## config.mk

```make
export PLATFORM = sky130hd
export DESIGN_NAME = pipeline_hazard_controller_flat
export DESIGN_NICKNAME = d
export VERILOG_FILES = /design/src/rtl/pipeline_hazard_controller_pkg.sv /design/src/rtl/pipeline_hazard_controller_if.sv /design/src/rtl/pipeline_hazard_controller_mdu_counter.sv /design/src/rtl/pipeline_hazard_controller.sv /design/src/flat_wrapper.sv
export SDC_FILE = /design/constraint.sdc
export NUM_CORES = 1
export LEC_CHECK = 0
export ABC_AREA = 1
export CAP_MARGIN = 20
export CORE_ASPECT_RATIO = 1.2
export CORE_UTILIZATION = 44
export CTS_CLUSTER_DIAMETER = 120
export DETAILED_ROUTE_END_ITERATION = 6
export GPL_TIMING_DRIVEN = 0
export PLACE_DENSITY = 0.87
export SYNTH_ARGS = -nofsm -noshare
export SYNTH_HDL_FRONTEND = slang
export SYNTH_SLANG_ARGS = --single-unit
```

## constraint.sdc

```tcl
create_clock -name clk -period 1.5 [get_ports clk]
set_input_delay 0.3 -clock clk [delete_from_list [all_inputs] [get_ports clk]]
set_output_delay 0.3 -clock clk [all_outputs]
set_load 0.005 [all_outputs]
```

## src/rtl/pipeline_hazard_controller_pkg.sv

```systemverilog
// Shared types and defaults for the pipeline hazard controller.
// Holds the FSM state encoding and the multiply/divide latency defaults.
package pipeline_hazard_controller_pkg;

  typedef enum logic [1:0] {
    RUN      = 2'd0,
    MDU_BUSY = 2'd1,
    MEM_WAIT = 2'd2
  } state_t;

  localparam int MULT_CYCLES_DEF = 4;
  localparam int DIV_CYCLES_DEF  = 32;
  localparam int MDU_CNT_W       = 6;

  // The cycle of acceptance is itself a stall cycle, so the counter starts one short.
  function automatic logic [MDU_CNT_W-1:0] mdu_load_val(input int cycles);
    return MDU_CNT_W'(cycles - 1);
  endfunction

endpackage

```

## src/rtl/pipeline_hazard_controller_if.sv

```systemverilog
// Pipeline-side hazard inputs and stage-register controls, grouped as one bundle.
// master = pipeline datapath, slave = hazard controller.
interface pipeline_hazard_controller_if;
  logic       id_ex_memread;
  logic [4:0] id_ex_rt_addr;
  logic [4:0] if_id_rs_addr;
  logic [4:0] if_id_rt_addr;
  logic       branch_taken;
  logic       mdu_start;
  logic       mdu_is_div;
  logic       mem_access;
  logic       dmem_ready;
  logic        pc_write;
  logic        if_id_write;
  logic        if_id_flush;
  logic        id_ex_write;
  logic        id_ex_bubble;
  logic        ex_mem_write;
  logic        ex_mem_bubble;
  logic        mem_wb_bubble;
  logic        mdu_busy;
  logic        mdu_done;
  logic [15:0] stall_count;

  modport master (
    output id_ex_memread, id_ex_rt_addr, if_id_rs_addr, if_id_rt_addr,
           branch_taken, mdu_start, mdu_is_div, mem_access, dmem_ready,
    input  pc_write, if_id_write, if_id_flush, id_ex_write, id_ex_bubble,
           ex_mem_write, ex_mem_bubble, mem_wb_bubble, mdu_busy, mdu_done,
           stall_count
  );

  modport slave (
    input  id_ex_memread, id_ex_rt_addr, if_id_rs_addr, if_id_rt_addr,
           branch_taken, mdu_start, mdu_is_div, mem_access, dmem_ready,
    output pc_write, if_id_write, if_id_flush, id_ex_write, id_ex_bubble,
           ex_mem_write, ex_mem_bubble, mem_wb_bubble, mdu_busy, mdu_done,
           stall_count
  );
endinterface

```

## src/rtl/pipeline_hazard_controller_mdu_counter.sv

```systemverilog
// Multiply/divide latency down-counter with a registered one-cycle done pulse.
// Counts down every cycle while nonzero; done follows the 1->0 step by one register.
module mdu_latency_counter
  import pipeline_hazard_controller_pkg::*;
#(
  parameter int W = MDU_CNT_W
) (
  input  logic         clk,
  input  logic         rst,
  input  logic         i_load,
  input  logic [W-1:0] i_load_val,
  output logic [W-1:0] o_cnt,
  output logic         o_done
);

  logic [W-1:0] r_cnt;
  logic         r_done;

  always_ff @(posedge clk) begin
    if (rst) begin
      r_cnt  <= '0;
      r_done <= 1'b0;
    end else begin
      if (i_load)
        r_cnt <= i_load_val;
      else if (r_cnt != '0)
        r_cnt <= r_cnt - W'(1);
      r_done <= (r_cnt == W'(1));
    end
  end

  assign o_cnt  = r_cnt;
  assign o_done = r_done;

endmodule

```

## src/rtl/pipeline_hazard_controller.sv

```systemverilog
// Hazard controller: load-use, branch flush, multi-cycle MDU and memory-wait stalls.
// Controls are combinational from live inputs plus state; memory wait has top priority.
module pipeline_hazard_controller
  import pipeline_hazard_controller_pkg::*;
#(
  parameter int MULT_CYCLES = MULT_CYCLES_DEF,
  parameter int DIV_CYCLES  = DIV_CYCLES_DEF
) (
  input logic clk,
  input logic rst,
  pipeline_hazard_controller_if.slave bus
);

  localparam logic [MDU_CNT_W-1:0] L_MULT = mdu_load_val(MULT_CYCLES);
  localparam logic [MDU_CNT_W-1:0] L_DIV  = mdu_load_val(DIV_CYCLES);

  state_t                 r_state;
  state_t                 w_next;
  state_t                 w_state;
  logic [15:0]            r_stall;
  logic [MDU_CNT_W-1:0]   w_cnt_q;
  logic [MDU_CNT_W-1:0]   w_cnt;
  logic                   w_done_q;
  logic                   w_done;
  logic                   w_memwait;
  logic                   w_loaduse;
  logic                   w_mdu_accept;
  logic                   w_mdu_busy;
  logic                   w_pc_write;
  logic                   w_if_id_write;
  logic                   w_if_id_flush;
  logic                   w_id_ex_write;
  logic                   w_id_ex_bubble;
  logic                   w_ex_mem_write;
  logic                   w_ex_mem_bubble;
  logic                   w_mem_wb_bubble;

  // While reset is held the outputs behave as if already in RUN with an idle counter.
  assign w_state = rst ? RUN : r_state;
  assign w_cnt   = rst ? '0 : w_cnt_q;
  assign w_done  = rst ? 1'b0 : w_done_q;

  assign w_memwait = bus.mem_access & ~bus.dmem_ready;
  assign w_loaduse = bus.id_ex_memread & (bus.id_ex_rt_addr != 5'd0) &
                     ((bus.id_ex_rt_addr == bus.if_id_rs_addr) |
                      (bus.id_ex_rt_addr == bus.if_id_rt_addr));
  assign w_mdu_accept = (w_state == RUN) & bus.mdu_start & ~w_memwait & ~w_done;
  assign w_mdu_busy   = w_mdu_accept | (w_cnt != '0);

  mdu_latency_counter #(.W(MDU_CNT_W)) u_mdu_cnt (
    .clk        (clk),
    .rst        (rst),
    .i_load     (w_mdu_accept),
    .i_load_val (bus.mdu_is_div ? L_DIV : L_MULT),
    .o_cnt      (w_cnt_q),
    .o_done     (w_done_q)
  );

  always_ff @(posedge clk) begin
    if (rst)
      r_state <= RUN;
    else
      r_state <= w_next;
  end

  always_comb begin
    w_next = r_state;
    case (r_state)
      RUN: begin
        if (w_memwait)
          w_next = MEM_WAIT;
        else if (w_mdu_accept)
          w_next = MDU_BUSY;
      end
      MDU_BUSY: begin
        if (w_memwait)
          w_next = MEM_WAIT;
        else if (w_cnt_q == MDU_CNT_W'(1))
          w_next = RUN;
      end
      MEM_WAIT: begin
        // The counter keeps running here, so resume into whatever it will hold next.
        if (bus.dmem_ready)
          w_next = (w_cnt_q > MDU_CNT_W'(1)) ? MDU_BUSY : RUN;
      end
      default: w_next = RUN;
    endcase
  end

  always_comb begin
    w_pc_write      = 1'b1;
    w_if_id_write   = 1'b1;
    w_if_id_flush   = 1'b0;
    w_id_ex_write   = 1'b1;
    w_id_ex_bubble  = 1'b0;
    w_ex_mem_write  = 1'b1;
    w_ex_mem_bubble = 1'b0;
    w_mem_wb_bubble = 1'b0;
    if (w_memwait) begin
      w_pc_write      = 1'b0;
      w_if_id_write   = 1'b0;
      w_id_ex_write   = 1'b0;
      w_ex_mem_write  = 1'b0;
      w_mem_wb_bubble = 1'b1;
    end else if (w_mdu_busy) begin
      w_pc_write      = 1'b0;
      w_if_id_write   = 1'b0;
      w_id_ex_write   = 1'b0;
      w_ex_mem_bubble = 1'b1;
    end else if (w_loaduse) begin
      w_pc_write     = 1'b0;
      w_if_id_write  = 1'b0;
      w_id_ex_bubble = 1'b1;
    end else if (bus.branch_taken) begin
      w_if_id_flush = 1'b1;
    end
  end

  always_ff @(posedge clk) begin
    if (rst)
      r_stall <= 16'd0;
    else if (!w_pc_write && (r_stall != 16'hFFFF))
      r_stall <= r_stall + 16'd1;
  end

  assign bus.pc_write      = w_pc_write;
  assign bus.if_id_write   = w_if_id_write;
  assign bus.if_id_flush   = w_if_id_flush;
  assign bus.id_ex_write   = w_id_ex_write;
  assign bus.id_ex_bubble  = w_id_ex_bubble;
  assign bus.ex_mem_write  = w_ex_mem_write;
  assign bus.ex_mem_bubble = w_ex_mem_bubble;
  assign bus.mem_wb_bubble = w_mem_wb_bubble;
  assign bus.mdu_busy      = w_mdu_busy;
  assign bus.mdu_done      = w_done;
  assign bus.stall_count   = r_stall;

endmodule
```

## src/flat_wrapper.sv

```systemverilog
// flat-port wrapper written by rule: the top's interface ports become plain ports
module pipeline_hazard_controller_flat import pipeline_hazard_controller_pkg::*;
#(
  parameter int MULT_CYCLES = MULT_CYCLES_DEF,
  parameter int DIV_CYCLES  = DIV_CYCLES_DEF
)
  (clk, rst, bus_id_ex_memread, bus_id_ex_rt_addr, bus_if_id_rs_addr, bus_if_id_rt_addr, bus_branch_taken, bus_mdu_start, bus_mdu_is_div, bus_mem_access, bus_dmem_ready, bus_pc_write, bus_if_id_write, bus_if_id_flush, bus_id_ex_write, bus_id_ex_bubble, bus_ex_mem_write, bus_ex_mem_bubble, bus_mem_wb_bubble, bus_mdu_busy, bus_mdu_done, bus_stall_count);
  pipeline_hazard_controller_if bus_i ();
  input logic clk;
  input logic rst;
  input wire logic [$bits(bus_i.id_ex_memread)-1:0] bus_id_ex_memread;
  input wire logic [$bits(bus_i.id_ex_rt_addr)-1:0] bus_id_ex_rt_addr;
  input wire logic [$bits(bus_i.if_id_rs_addr)-1:0] bus_if_id_rs_addr;
  input wire logic [$bits(bus_i.if_id_rt_addr)-1:0] bus_if_id_rt_addr;
  input wire logic [$bits(bus_i.branch_taken)-1:0] bus_branch_taken;
  input wire logic [$bits(bus_i.mdu_start)-1:0] bus_mdu_start;
  input wire logic [$bits(bus_i.mdu_is_div)-1:0] bus_mdu_is_div;
  input wire logic [$bits(bus_i.mem_access)-1:0] bus_mem_access;
  input wire logic [$bits(bus_i.dmem_ready)-1:0] bus_dmem_ready;
  output wire logic [$bits(bus_i.pc_write)-1:0] bus_pc_write;
  output wire logic [$bits(bus_i.if_id_write)-1:0] bus_if_id_write;
  output wire logic [$bits(bus_i.if_id_flush)-1:0] bus_if_id_flush;
  output wire logic [$bits(bus_i.id_ex_write)-1:0] bus_id_ex_write;
  output wire logic [$bits(bus_i.id_ex_bubble)-1:0] bus_id_ex_bubble;
  output wire logic [$bits(bus_i.ex_mem_write)-1:0] bus_ex_mem_write;
  output wire logic [$bits(bus_i.ex_mem_bubble)-1:0] bus_ex_mem_bubble;
  output wire logic [$bits(bus_i.mem_wb_bubble)-1:0] bus_mem_wb_bubble;
  output wire logic [$bits(bus_i.mdu_busy)-1:0] bus_mdu_busy;
  output wire logic [$bits(bus_i.mdu_done)-1:0] bus_mdu_done;
  output wire logic [$bits(bus_i.stall_count)-1:0] bus_stall_count;
  assign bus_i.id_ex_memread = bus_id_ex_memread;
  assign bus_i.id_ex_rt_addr = bus_id_ex_rt_addr;
  assign bus_i.if_id_rs_addr = bus_if_id_rs_addr;
  assign bus_i.if_id_rt_addr = bus_if_id_rt_addr;
  assign bus_i.branch_taken = bus_branch_taken;
  assign bus_i.mdu_start = bus_mdu_start;
  assign bus_i.mdu_is_div = bus_mdu_is_div;
  assign bus_i.mem_access = bus_mem_access;
  assign bus_i.dmem_ready = bus_dmem_ready;
  assign bus_pc_write = bus_i.pc_write;
  assign bus_if_id_write = bus_i.if_id_write;
  assign bus_if_id_flush = bus_i.if_id_flush;
  assign bus_id_ex_write = bus_i.id_ex_write;
  assign bus_id_ex_bubble = bus_i.id_ex_bubble;
  assign bus_ex_mem_write = bus_i.ex_mem_write;
  assign bus_ex_mem_bubble = bus_i.ex_mem_bubble;
  assign bus_mem_wb_bubble = bus_i.mem_wb_bubble;
  assign bus_mdu_busy = bus_i.mdu_busy;
  assign bus_mdu_done = bus_i.mdu_done;
  assign bus_stall_count = bus_i.stall_count;
  pipeline_hazard_controller #(.MULT_CYCLES(MULT_CYCLES), .DIV_CYCLES(DIV_CYCLES)) u_core (.clk(clk), .rst(rst), .bus(bus_i));
endmodule
```

======== Word level (Yosys, flattened, before mapping) ========
Cells that the tools add are included.
storage, ports and cells
  register bits ........................... 25
  output and inout port bits .............. 26
operators by class
  $add $sub $neg .......................... 2
  order comparisons ....................... 1
  equality and inequality tests ........... 9
  multiplexer cells ....................... 29
  bitwise logic cells ..................... 11
  reductions and logical operators ........ 9
operators with widths
  kind                   count
  $mux 1                 18
  $mux 6                 3
  $add 16x1->16 const B  1
  $ne 16x16->1 const B   1
  $mux 2                 6
  $reduce_bool 6->1      2
  $eq 5x5->1             2
  $and 1x1->1            6
  $eq 6x1->1 const B     1
  $gt 6x1->1 const B     1
  $ne 3x1->1 const B     2
  $pmux 2 s3             1
  $sub 6x1->6 const B    1
  $mux 5                 1
  $reduce_bool 5->1      1
  $logic_not 2->1        2
  $not 1->1              3
  $reduce_and 3->1       1
  $eq 2x1->1 const B     1
  $eq 2x2->1 const B     1
  $ne 2x2->1 const B     1
  $or 1x1->1             2
  $reduce_bool 2->1      1
  $logic_and 1x1->1      1
  $logic_not 1->1        1

======== Depth between registers and ports, before layout ========
Gate-level depths: netlist of the first run.
  depth after elaboration ................. 10
  depth in mapped cells ................... 12
  depth with buffers taken out ............ 11

======== By module ========
A second synthesis of the first run with hierarchy kept.
second synthesis, totals
  cells, all modules ...................... 284
  area total of the unflattened synthesis .. 1,880.6 um2
by module, submodules not included
  module                      instances  cells an instance  area an instance (um2)  sequential area each (um2)
  pipeline_hazard_controller  1          219                1,455.1                 360.3
  mdu_latency_counter         1          65                 425.4                   140.1

======== Least setup slack after synthesis of the first run ========
No wires, ideal clock.
  path kind ............................... in2out
  from .................................... in rst
  to ...................................... out bus_pc_write
  data arrival time ....................... 1,424 ps
  required time ........................... 1,200 ps
  path slack .............................. -224 ps
  cell stages on the path ................. 11
  cells stage by stage .................... buf_4 > nor2_1 > nor2_1 > nand3_1 > nand3_1 > inv_2 > nand2_2 > buf_6 > buf_6 > inv_1 > buf_4
on the way
  elaborated cells on any way between the ends .. 12
  classes of those cells .................. 5 x mux; 5 x bitwise; 2 x reduce/logical
RTL lines
  what                    RTL line                          text
  from (decl)             flat_wrapper.sv:10                input logic rst;
  $mux 1                  pipeline_hazard_controller.sv:41  assign w_done = rst ? 1'b0 : w_done_q;
  named net bus_mdu_done  flat_wrapper.sv:29                output wire logic [$bits(bus_i.mdu_done)-1:0] bus_mdu_done;
  $not 1->1               pipeline_hazard_controller.sv:47  assign w_mdu_accept = (w_state == RUN) & bus.mdu_start & ~w_memwait & ~w_done;
  $and 1x1->1             pipeline_hazard_controller.sv:47
  $or 1x1->1              pipeline_hazard_controller.sv:48  assign w_mdu_busy = w_mdu_accept | (w_cnt != '0);
  $mux 1 (2 in a row)     n/a
  to (decl)               flat_wrapper.sv:20                output wire logic [$bits(bus_i.pc_write)-1:0] bus_pc_write;
The timed path passes the listed nets, and every way through them passes these cells.

======== Worst setup path after layout of the first run ========
  from .................................... reg u_core.u_mdu_cnt.r_cnt[1], in the netlist u_core.u_mdu_cnt.o_cnt[1]
  to ...................................... out bus_pc_write
on the way
  cells in the longest elaborated chain, start to end .. 5
ends and longest elaborated chain
  what                    RTL line                                      text
  from (decl)             pipeline_hazard_controller_mdu_counter.sv:16  logic [W-1:0] r_cnt;
  from (signal assigned)  pipeline_hazard_controller_mdu_counter.sv:25  r_cnt <= i_load_val;
  from (signal assigned)  pipeline_hazard_controller_mdu_counter.sv:27  r_cnt <= r_cnt - W'(1);
  $mux 6                  pipeline_hazard_controller.sv:40              assign w_cnt = rst ? '0 : w_cnt_q;
  $reduce_bool 6->1       pipeline_hazard_controller.sv:48
  $or 1x1->1              pipeline_hazard_controller.sv:48
  $mux 1                  pipeline_hazard_controller.sv:105             end else if (w_mdu_busy) begin
  $mux 1                  pipeline_hazard_controller.sv:99              if (w_memwait) begin
Every way passes these cells.

==> impl_metrics.ini, run 1 <==
[sta]
worst_pin_slew_ns = 0.6866
worst_slack_ns = -0.5162
clock_skew_ns = 0.006772
finalSetupViolCount = 26
slew_headroom_pct = 54.23
rsz0062_at_grt = true
fin_crit_ns = 2.016
hold_viol_final = 0
period_share_pct = 134.4
fmax_ghz = 0.4960
finalMaxSlewViolations = 0
whs_ns = 0.2625

[power]
seqPwrFrac_pct = 30.5
vdd_drop_max_uv = 793.3
pwr-share-comb_pct = 54.6
p_sw_share_pct = 39.58
power_leakage_nw = 1.396
power.density_nw_per_um2 = 928.9
clkPwrFrac_pct = 14.9
internal-power_w = 0.001683
switchingPower_w = 0.001103

[min_path]
whs_path_depth = 2
hold_class = in2reg

[critical_path]
cp_slowest_stage_delay_ns = 0.34
endpoint_kind = output port
cp_slowest_cell = dfxtp_2
rr_worst_depth = 11
cp_max_fo = 4
arrival_ns = 1.72
cp_cell_sequence = nor2_4 > nand3b_1 > o21ai_2 > nand3_2 > inv_2 > nand2_2 > buf_6 > buf_8 > inv_4 > buf_6 > buf_6
crit_type = reg2out
critPathMostFrequentCell = buf_6
critPathRequiredTime_ns = 1.20
startpoint_type = flop

[yosys]
avgSynthCellArea_um2 = 6.522
ys.warnings.count = 0
yosysSeqAreaShare_pct = 28.11
synth-seq-cells = 25
ys_types = 32
syn_nets = 300
synthCells = 273
synth_top_cell_by_area = dfxtp_1
synth_top_area_share_pct = 28.11
syn_area_um2 = 1780
yosys-top-cells-area = dfxtp_1 28%, nand2_1 14%, nand3_1 8.7%

[finish]
n_fill_cell = 225
mostFrequentLayoutCells = 54 x nand2_1, 42 x buf_4, 28 x nor2_1
final_common_cell = nand2_1
multi_input_area_um2 = 1270
areaGrowthSynthToFinish_pct = 68.45
utilization_pct = 79.90
final-seq-area_um2 = 563.0
finalNetCount = 400
antenna_cells = 0
finish.instance_area_um2 = 2999
drive_above_1_share_pct = 44.62

[floorplan]
die_w_um = 60.07
fp.dieArea_um2 = 4306
rows = 24
io_pins = 49
floorplan.initialDensity_pct = 47.43
coreArea_um2 = 3754
die_h_um = 71.69

[outcome]
violations = negative setup slack
status = finished with violations

[clock_network]
cts_buffer_depth = 2
ctsHtreeMaxLevel = 1
cts_root_buffer = clkbuf_8
clk_pin_slew_ns = 0.09
cts_buffers = 3
cts_tree = yes
clock_latency_ns = 0.28
cts_sinks = 25

[detailed_routing]
postRouteAntennaNets = 0
wl_per_cell_um = 15.92
avgViaCountPerCell = 5.434
drc = 0
vias = 2304
drt-total-wl_mm = 6.749
drt_iter0_drc = 203
dr.pass1.iters = 5

[placement]
hpwl_mm = 3.225
numPortBuffers = 47
place_area_um2 = 2355
gp_congestion = 0.9177

[flow_run]
cap_violations = 0

[global_routing]
grt.total_usage_pct = 29.03
overflow = 0
grt_pass1_vias = 2147
grt_start_max_net_pins = 14
grt_pass1_wl_mm = 9.453
grt_antenna_before_repair = 0
-- timing repair --
| item | CTS | global route |
|---|---|---|
| gates cloned | 2 | 0 |
| pin swaps | 42 | 16 |
| hold buffers | 0 | 0 |
| setup endpoints to repair | 44 | 38 |
| resized for setup | 147 | 30 |
| buffers inserted | 35 | 15 |
-- critical path: cells and delay by family, from the launching register on --
family	cells	cell delay, ns
AO/OA/AOI/OAI	1	0.19
buffers and inverters	6	0.51
AND/OR/NAND/NOR	4	0.39
flip-flops	1	0.34
-- Yosys cell counts --
cell type,instances
nand2_1,68
nand3_1,31
inv_1,30
nor2_1,30
dfxtp_1,25
a21oi_1,11
a21oi_2,10
inv_2,10
xor2_1,10
xnor2_1,7
nor3_1,6
ha_1,4
o21ai_0,4
buf_6,3
nor2_2,3
buf_2,2
buf_4,2
nand2_2,2
nand4_1,2
a211oi_1,1
a31oi_1,1
clkbuf_1,1
nand2_4,1
nand3_4,1
nand3b_1,1
nor2_4,1
nor3_2,1
o2111ai_1,1
o211ai_1,1
o21a_1,1
o21ai_1,1
o21ai_2,1
-- through the flow --
step	power, W	setup slack, ns	setup TNS, ns	cells
2_1_floorplan	0.001511	-0.1848	-0.6202	273
3_3_place_gp	0.001812	-1.121	-16.92	372
3_5_place_dp	0.001843	-1.149	-18.02	372
4_1_cts	0.002667	-0.4675	-4.071	412
5_1_grt	0.002937	-0.5693	-6.436	424
6_report	0.002786	-0.5162	-4.731	424
-- state kept, by name (all words and copies together) (netlist names) --
name and cells:
u_core.r_state 2, u_core.bus.stall_count 16, u_core.u_mdu_cnt.o_cnt 6, u_core.u_mdu_cnt.o_done 1
-- layout make-up --
cell class              instances  share of cell area [%]
inverters                      40                   5.173
flip-flops and latches         25                   18.77
clock buffers                   4                   1.502
repair buffers                 96                   27.53
well taps                      52                   2.169
multi-input cells             200                   42.34
plain buffers                   7                   2.503
-- worst paths after layout --
check / startpoint / to / slack (ns)
max: u_core.u_mdu_cnt.o_cnt[1] / bus_pc_write / -0.52
min: rst / u_core.bus.stall_count[6] / 0.26
max reg2reg: u_core.u_mdu_cnt.o_cnt[1] / u_core.bus.stall_count[0] / -0.18
min reg2reg: u_core.u_mdu_cnt.o_cnt[5] / u_core.u_mdu_cnt.o_cnt[5] / 0.47
-- power groups by stage --
stage | Clock, W | Combinational [W] | Sequential (W)
finish | 0.000416 | 0.00152 | 0.000849
floorplan | 0 | 0.000654 | 0.000857
global placement | 0 | 0.000944 | 0.000869
detailed placement | 0 | 0.000971 | 0.000872
global route | 0.000450 | 0.00163 | 0.000859
CTS | 0.000414 | 0.00140 | 0.000856
-- cells by family (layout without fill, tap and decap cells) --
logic type | Yosys count | count (layout) | synth area share (%)
and+or+nand+nor | 147 | 147 | 36.75
xor gates and xnor gates | 17 | 17 | 8.362
adders and majority gates | 4 | 4 | 2.811
AOI/OAI and AO/OA | 32 | 32 | 12.02
buffers and inverters | 48 | 147 | 11.95
DFF | 25 | 25 | 28.11
-- per-layer routing --
layer	up-vias	global-route usage [%]	wire [µm]
met4	0	17.31	377
met2	138	54.20	3606
met5	-	0	0
met1	1053	30.00	2338
li1	1065	-	-
met3	48	2.888	427
(Power assumes the default switching activity.)
==> inputs of run 2 (changes only) <==
--- a/config.mk
+++ b/config.mk
@@ -8,6 +8,7 @@
 export ABC_AREA = 1
 export CAP_MARGIN = 20
 export CORE_ASPECT_RATIO = 1.2
+export CORE_MARGIN = 4
 export CORE_UTILIZATION = 44
 export CTS_CLUSTER_DIAMETER = 120
 export DETAILED_ROUTE_END_ITERATION = 6
==> run 2 against run 1 <==
Against the previous run: the run still ends with negative setup slack left; maximum frequency is 7.0% lower; highest routed layer unchanged; non-clock buffer count down 11; core utilization decreased by 5.1 points; clock power up 3%; worst hold slack is essentially flat; total power is 8.1% higher; critical path type unchanged; critical path depth up 1; critical endpoint unchanged; final cell count decreased by 2.1%; combinational power is 12% higher.
==> impl_metrics.ini, run 2 (same netlist as run 1, synthesis figures left out) <==
[outcome]
status = finished with violations
violations = negative setup slack

[critical_path]
endpoint_kind = output port
crit_type = reg2out
arrival_ns = 1.87
startpoint_type = flop
cp_max_fo = 3
critPathRequiredTime_ns = 1.20

[sta]
whs_ns = 0.2622
tns_ns = -9.021
worst_pin_slew_ns = 0.7023
period_share_pct = 144.6
clock_skew_ns = 0.007002
fin_crit_ns = 2.168
rsz0062_at_grt = true
finalMaxSlewViolations = 0
fmax_ghz = 0.4612
worst_slack_ns = -0.6683
finalSetupViolCount = 24
hold_viol_final = 0
slew_headroom_pct = 53.18

[placement]
hpwl_mm = 3.362
numPortBuffers = 47
gp_congestion = 0.9812

[finish]
n_fill_cell = 278
drive_above_1_share_pct = 40.44
largest_register_ff_count = 16
antenna_cells = 0
areaGrowthSynthToFinish_pct = 64.16
mostFrequentLayoutCells = 59 x nand2_1, 31 x clkdlybuf4s50_1, 28 x inv_1
final_common_cell = nand2_1
utilization_pct = 74.75
finalNetCount = 389

[clock_network]
holdBufCountCts = 0
ctsHtreeMaxLevel = 1
cts_tree = yes
cts_buffer_depth = 2
clk_pin_slew_ns = 0.10
cts_sinks = 25
cts_buffers = 3
clock_latency_ns = 0.28
cts_root_buffer = clkbuf_8

[detailed_routing]
drc = 0
avgViaCountPerCell = 5.087
drt_iter0_drc = 143
dr.pass1.iters = 4
drt-total-wl_mm = 5.851
postRouteAntennaNets = 0
wl_per_cell_um = 14.10
vias = 2111

[global_routing]
grt_antenna_before_repair = 0
overflow = 0
grt_pass1_wl_mm = 8.466
grt_pass1_vias = 1985
grt.total_usage_pct = 20.55
grt_start_max_net_pins = 14

[floorplan]
die_w_um = 66.07
rows = 25
fp.dieArea_um2 = 5133
die_h_um = 77.69
io_pins = 49
coreArea_um2 = 3910
floorplan.initialDensity_pct = 45.54

[flow_run]
cap_violations = 0

[power]
vdd_drop_max_uv = 933.6
power_leakage_nw = 1.218
power.density_nw_per_um2 = 1030

[min_path]
hold_class = in2reg
run 2: changes by cell type in the layout (fill, tap and decap cells not counted), moves of 5 or more:
| cell | before | now |
|---|---|---|
| nand2_1 | 54 | 59 |
| buf_2 | 11 | 6 |
| dfxtp_4 | 14 | 9 |
| nand2_4 | 6 | 0 |
| buf_6 | 11 | 20 |
| inv_2 | 14 | 9 |
| clkdlybuf4s50_1 | 14 | 31 |
| dfxtp_2 | 8 | 13 |
| clkdlybuf4s15_1 | 6 | 0 |
| buf_4 | 42 | 26 |
| dlygate4sd2_1 | 11 | 6 |
run 2: repair_timing:
action,CTS,global route
buffers inserted,35,12
resized for setup,84,52
pin swaps,11,11
cloned,1,0
endpoints found under the setup margin,43,42
run 2: power breakdown:
group / leakage, nW / internal [W] / total, W / switching, W
Sequential: 0.216 / 0.000769 / 0.000876 / 0.000107
Clock: 0.0228 / 0.000191 / 0.000427 / 0.000236
Combinational: 0.979 / 0.000861 / 0.00171 / 0.000847
Total: 1.22 / 0.00182 / 0.00301 / 0.00119
run 2: area by class of cell:
class	count	area (µm²)	share of cell area [%]
well taps	54	67.56	2.312
clock buffers	4	45.04	1.541
inverters	40	157.7	5.394
multi-input cells	200	1265	43.28
repair buffers	84	754.5	25.81
plain buffers	8	82.58	2.825
flip-flops and latches	25	550.5	18.84
run 2: routing by layer:
| metal | vias to the layer above | wire length (µm) | global-route usage [%] |
|---|---|---|---|
| met2 | 83 | 3233 | 38.92 |
| met3 | 15 | 290 | 2.894 |
| met5 | - | 0 | 0 |
| li1 | 1038 | - | - |
| met1 | 975 | 2190 | 22.71 |
| met4 | 0 | 137 | 6.911 |
run 2: per-stage QoR:
stage               std cells  setup WS [ns]  power [W]  area (µm²)
CTS                       406        -0.5884   0.002684        2688
global route              415        -0.7354   0.003172        2923
global placement          374         -1.145   0.001815        2357
detailed placement        374         -1.173   0.001849        2357
finish                    415        -0.6683   0.003011        2923
floorplan                 273        -0.1848   0.001511        1819
run 2: final timing paths:
check,startpoint,endpoint,slack [ns],cells after the start
worst min register to register,u_core.bus.stall_count[7],u_core.bus.stall_count[7],0.49,2
worst max register to register,u_core.u_mdu_cnt.o_cnt[1],u_core.bus.stall_count[1],-0.42,13
worst max-delay path,u_core.u_mdu_cnt.o_cnt[1],bus_pc_write,-0.67,12
worst min-delay path,rst,u_core.bus.stall_count[9],0.26,2
run 2: critical path, stage by stage (launching register included):
cell,delay [ns]
dfxtp_2,0.35
nor2_2,0.10
nand3b_1,0.11
buf_4,0.16
o21ai_4,0.16
nand3_2,0.12
inv_2,0.08
nand2_2,0.07
buf_6,0.13
buf_8,0.12
inv_4,0.04
buf_6,0.08
buf_6,0.08
